File: src/rtl/traffic_light_monitor.sv
// Independent protocol checker for the intersection lamp outputs: legal patterns,
// fixed phase order and per-phase dwell, with a sticky first-cause fault.
module traffic_light_monitor #(
    parameter int GREEN_TICKS  = 5,
    parameter int YELLOW_TICKS = 2
) (
    input  logic       clk,
    input  logic       rst,
    input  logic       tick,
    input  logic       ns_g,
    input  logic       ns_y,
    input  logic       ns_r,
    input  logic       ew_g,
    input  logic       ew_y,
    input  logic       ew_r,
    output logic       locked,
    output logic [1:0] phase,
    output logic       fault,
    output logic [2:0] fault_code,
    output logic [7:0] cycle_count
);

    // state  | meaning
    // SYNC   | waiting for the first NS_GREEN sample after reset
    // LOCKED | tracking phase order and dwell of each phase
    // FAULT  | first violation latched; only reset leaves

    localparam int MAX_TICKS = (GREEN_TICKS > YELLOW_TICKS) ? GREEN_TICKS : YELLOW_TICKS;
    localparam int CW        = $clog2(MAX_TICKS + 2);

    localparam logic [CW-1:0] GREEN_CNT  = CW'(GREEN_TICKS);
    localparam logic [CW-1:0] YELLOW_CNT = CW'(YELLOW_TICKS);

    localparam logic [1:0] PH_NS_GREEN  = 2'b00;
    localparam logic [1:0] PH_NS_YELLOW = 2'b01;
    localparam logic [1:0] PH_EW_GREEN  = 2'b10;
    localparam logic [1:0] PH_EW_YELLOW = 2'b11;

    localparam logic [2:0] FC_ILLEGAL  = 3'd1;
    localparam logic [2:0] FC_SEQUENCE = 3'd2;
    localparam logic [2:0] FC_SHORT    = 3'd3;
    localparam logic [2:0] FC_LONG     = 3'd4;

    typedef enum logic [1:0] {
        ST_SYNC   = 2'd0,
        ST_LOCKED = 2'd1,
        ST_FAULT  = 2'd2
    } state_t;

    state_t        state_q;
    logic [1:0]    phase_q;
    logic [CW-1:0] remain_q;
    logic          locked_q;
    logic          fault_q;
    logic [2:0]    code_q;
    logic [7:0]    cycles_q;

    logic [5:0]    lamps;
    logic          obs_legal;
    logic [1:0]    obs_phase;
    logic [1:0]    succ_phase;
    logic [CW-1:0] tick_ext;
    logic [CW-1:0] load_cnt;

    assign lamps = {ns_g, ns_y, ns_r, ew_g, ew_y, ew_r};

    always_comb begin
        obs_legal = 1'b1;
        obs_phase = PH_NS_GREEN;
        case (lamps)
            6'b100_001: obs_phase = PH_NS_GREEN;
            6'b010_001: obs_phase = PH_NS_YELLOW;
            6'b001_100: obs_phase = PH_EW_GREEN;
            6'b001_010: obs_phase = PH_EW_YELLOW;
            default:    obs_legal = 1'b0;
        endcase
    end

    assign succ_phase = phase_q + 2'd1;
    assign tick_ext   = CW'(tick);

    // Dwell is a down-counter of ticks still owed; a tick in the entry cycle
    // already belongs to the new phase.
    assign load_cnt = (obs_phase[0] ? YELLOW_CNT : GREEN_CNT) - tick_ext;

    always_ff @(posedge clk or negedge rst) begin
        if (!rst) begin
            state_q  <= ST_SYNC;
            phase_q  <= PH_NS_GREEN;
            remain_q <= '0;
            locked_q <= 1'b0;
            fault_q  <= 1'b0;
            code_q   <= 3'd0;
            cycles_q <= 8'd0;
        end else begin
            case (state_q)
                ST_SYNC: begin
                    if (!obs_legal) begin
                        state_q <= ST_FAULT;
                        fault_q <= 1'b1;
                        code_q  <= FC_ILLEGAL;
                    end else if (obs_phase == PH_NS_GREEN) begin
                        state_q  <= ST_LOCKED;
                        locked_q <= 1'b1;
                        phase_q  <= PH_NS_GREEN;
                        remain_q <= load_cnt;
                    end
                end
                ST_LOCKED: begin
                    if (!obs_legal) begin
                        state_q <= ST_FAULT;
                        fault_q <= 1'b1;
                        code_q  <= FC_ILLEGAL;
                    end else if (obs_phase == phase_q) begin
                        if (remain_q == '0) begin
                            state_q <= ST_FAULT;
                            fault_q <= 1'b1;
                            code_q  <= FC_LONG;
                        end else begin
                            remain_q <= remain_q - tick_ext;
                        end
                    end else if (obs_phase != succ_phase) begin
                        state_q <= ST_FAULT;
                        fault_q <= 1'b1;
                        code_q  <= FC_SEQUENCE;
                    end else if (remain_q != '0) begin
                        state_q <= ST_FAULT;
                        fault_q <= 1'b1;
                        code_q  <= FC_SHORT;
                    end else begin
                        phase_q  <= obs_phase;
                        remain_q <= load_cnt;
                        if (phase_q == PH_EW_YELLOW) begin
                            cycles_q <= cycles_q + 8'd1;
                        end
                    end
                end
                ST_FAULT: begin
                    state_q <= ST_FAULT;
                end
                default: begin
                    state_q <= ST_SYNC;
                end
            endcase
        end
    end

    assign locked      = locked_q;
    assign phase       = phase_q;
    assign fault       = fault_q;
    assign fault_code  = code_q;
    assign cycle_count = cycles_q;

endmodule

File: config.mk
export PLATFORM = sky130hd
export DESIGN_NAME = traffic_light_monitor
export DESIGN_NICKNAME = d
export VERILOG_FILES = /design/src/rtl/traffic_light_monitor.sv
export SDC_FILE = /design/constraint.sdc
export NUM_CORES = 1
export LEC_CHECK = 0
export CAP_MARGIN = 20
export CELL_PAD_IN_SITES_DETAIL_PLACEMENT = 1
export CELL_PAD_IN_SITES_GLOBAL_PLACEMENT = 2
export CORE_UTILIZATION = 35
export CTS_CLUSTER_DIAMETER = 50
export CTS_CLUSTER_SIZE = 30
export DETAILED_ROUTE_END_ITERATION = 10
export PLACE_DENSITY_LB_ADDON = 0.1
export SYNTH_ARGS = -nofsm -noshare
export SYNTH_HDL_FRONTEND = slang
export SYNTH_SLANG_ARGS = --single-unit
File: constraint.sdc
create_clock -name clk -period 3.67 [get_ports clk]
set_clock_uncertainty 0.15 [all_clocks]
set_input_delay 0.5505 -clock clk [delete_from_list [all_inputs] [get_ports clk]]
set_output_delay 0.5505 -clock clk [all_outputs]
set_load 0.01 [all_outputs]
==> impl_metrics.json <==
{
  "status": "finished, final reports clean",
  "grt_pass1_vias": 1159,
  "drive_gt1_frac": 0.08176,
  "drt-initial-drc-count": 27,
  "arrival_ns": 3.28,
  "multi_input_area_um2": 779.5,
  "cts_resized": 0,
  "syn_inst": 133,
  "synth.distinct_cells": 43,
  "cts_root_buffer": "clkbuf_8",
  "syn2layout_area_growth_pct": 24.93,
  "clock_sinks": 20,
  "seqCellArea_um2": 500.5,
  "path_max_fanout": 7,
  "synth_top_cell_area_share": 0.3735,
  "yosysTopAreaCell": "dfrtp_1",
  "p_per_area_nw_per_um2": 447.2,
  "nets": 178,
  "post-route-period-util": 0.8855,
  "ys_ff_latch": 20,
  "grt_pass1_wl_um": 5651,
  "synth.net_count": 151,
  "yosysSeqAreaShare": 0.3735,
  "worstSetupStartpointType": "input pin",
  "num_vias": 1089,
  "endpoint_kind": "flop",
  "die_w_um": 63.88,
  "hp-class": "flop to flop",
  "hold_buffers": 0,
  "avgSynthCellArea_um2": 10.08,
  "cts.path.max_buffers": 2,
  "fin_crit_ns": 3.250,
  "peakVddDrop_mv": 0.3098,
  "wl_per_cell_um": 15.13,
  "yosysWarnings": 0,
  "insertion_delay_ns": 0.26,
  "gp_congestion": 0.7589,
  "relSlewSlack": 0.3613,
  "via_per_inst": 5.261,
  "crit_chain": "clkdlybuf4s50_1 > nor4b_1 > nand2_1 > and2_1 > a211oi_1 > a21boi_1 > mux2i_1",
  "setup_violations": 0,
  "clock.fmax_mhz": 307.7,
  "drt-total-wl_um": 3131,
  "cts_setup_buffers": 0,
  "drc": 0,
  "postRouteAntennaNets": 0,
  "htree_levels": 1,
  "ios": 24,
  "cap_violations": 0,
  "netlist_top_cells_count": "dfrtp_1 (20), inv_1 (13), nand2_1 (10)",
  "syn_area_um2": 1340,
  "cts_tree": "done",
  "crit_path_top_delay_cell": "clkdlybuf4s50_1",
  "core_um2": 3661,
  "ff2ff_path_depth": 6,
  "port_buffers": 23,
  "antenna_found_initial": 0,
  "die-area_um2": 4080,
  "critical_path_class": "input pin to flop",
  "cp.required_ns": 3.70,
  "clkTransAtPathRegs_ns": 0.08,
  "start_util": 0.3660,
  "p_leak_nw": 0.7351,
  "worst_pin_slew_ns": 0.9550,
  "rows": 22,
  "grt_max_degree": 21,
  "num_antenna_cells": 0,
  "synth_edf_count": 0,
  "synthFlopType": "dfrtp_1",
  "hold_viol": 0,
  "dp_hpwl_um": 2510,
  "synth_area_leaders": "dfrtp_1 (37%), ha_1 (8.4%), xor2_1 (4.6%)",
  "gr-usage-all-layers": 0.1790,
  "fill_cells": 418,
  "min_path_cells": 1,
  "rsz0062_at_grt": "false",
  "maxSlewViolCount": 0,
  "dr.pass1.iters": 4,
  "grt-ovfl-total": 0,
  "fp.dieH_um": 63.88,
  "fin_tns_setup_ns": 0,
  "numCtsBuffers": 3,
  "final.setup.worst_slack_ns": 0.4201,
  "critPathMaxStageDelay_ns": 0.54,
  "synthArstFlopShare": 1.000,
  "synth.most_common_cell": "dfrtp_1",
  "place_ws_ns": 0.1469
}
per-stage QoR:
step | util | instances | power (mW) | hold slack (ns) | area, um^2
global route | 0.4573 | 207 | 0.8046 | 0.3467 | 1674
detailed placement | 0.4422 | 203 | 0.5799 | 0.3062 | 1619
floorplan | - | 133 | 0.4811 | 0.1049 | 1340
finish | 0.4573 | 207 | 0.7486 | 0.3151 | 1674
global placement | 0.4422 | 203 | 0.5740 | 0.2996 | 1619
CTS | 0.4573 | 207 | 0.7544 | 0.3223 | 1674
sequential cells by signal, indices dropped and copies added (netlist names):
| register | count |
|---|---|
| locked | 1 |
| cycle_count | 8 |
| state_q | 2 |
| fault_code | 3 |
| remain_q | 3 |
| fault | 1 |
| phase | 2 |
power breakdown:
group	switching [mW]	total [mW]	internal, mW	leakage (nW)
clock	0.0765	0.172	0.0955	0.0288
combinational	0.161	0.293	0.132	0.458
sequential	0.0276	0.284	0.256	0.248
total	0.265	0.749	0.484	0.735
cell type report:
type	count	area share
sequential	20	0.2990
multi-input combinational	99	0.4656
clock buffer	4	0.03288
inverter	13	0.02915
timing repair buffer	23	0.1375
tap	48	0.03587
worst paths after layout:
kind,from,to,slack (ns)
worst min register to register,cycle_count[7],cycle_count[7],0.32
worst max register to register,remain_q[1],state_q[1],1.29
worst max-delay path,ew_r,remain_q[1],0.42
max in group asynchronous,rst,state_q[1],2.12
worst min-delay path,cycle_count[7],cycle_count[7],0.32
min in group asynchronous,rst,fault_code[0],0.67
worst max-delay path, delay by kind of cell:
kind / cells / cell delay [ns]
AO/OA/AOI/OAI: 2 / 0.91
AND/OR/NAND/NOR: 3 / 1.04
multiplexers: 1 / 0.24
buffers and inverters: 1 / 0.54
cells in the final DEF, fill, tap and decap left out, types with 3 or more instances in the layout:
cell	instances
nand4_1	3
a22o_1	3
clkbuf_8	4
nand3_1	3
a21oi_1	4
xnor2_1	4
xor2_1	7
nand2b_1	4
or3_1	3
nor2_1	8
nand2_1	10
inv_1	13
clkdlybuf4s50_1	23
ha_1	9
dfrtp_1	20
and2_1	3
mux2i_1	4
per-layer routing:
layer,global-route usage,wire length (um),up-vias
li1,-,-,538
met1,0.2397,1544,538
met2,0.2965,1503,11
met3,0.03750,70,2
met4,0.03409,13,0
met5,0,0,-
cell families (layout without fill, tap and decap cells):
kind of cell | count (synthesis) | count (layout) | share of synthesized area
AND/OR/NAND/NOR | 46 | 46 | 0.2138
AO/OA/AOI/OAI | 27 | 27 | 0.1625
flip-flops | 20 | 20 | 0.3735
buffers and inverters | 14 | 40 | 0.04482
XOR/XNOR | 11 | 11 | 0.07189
adder cells (fa/ha/maj) | 9 | 9 | 0.08404
multiplexers | 6 | 6 | 0.04948
Note: power is estimated with default switching activity, not from simulation.
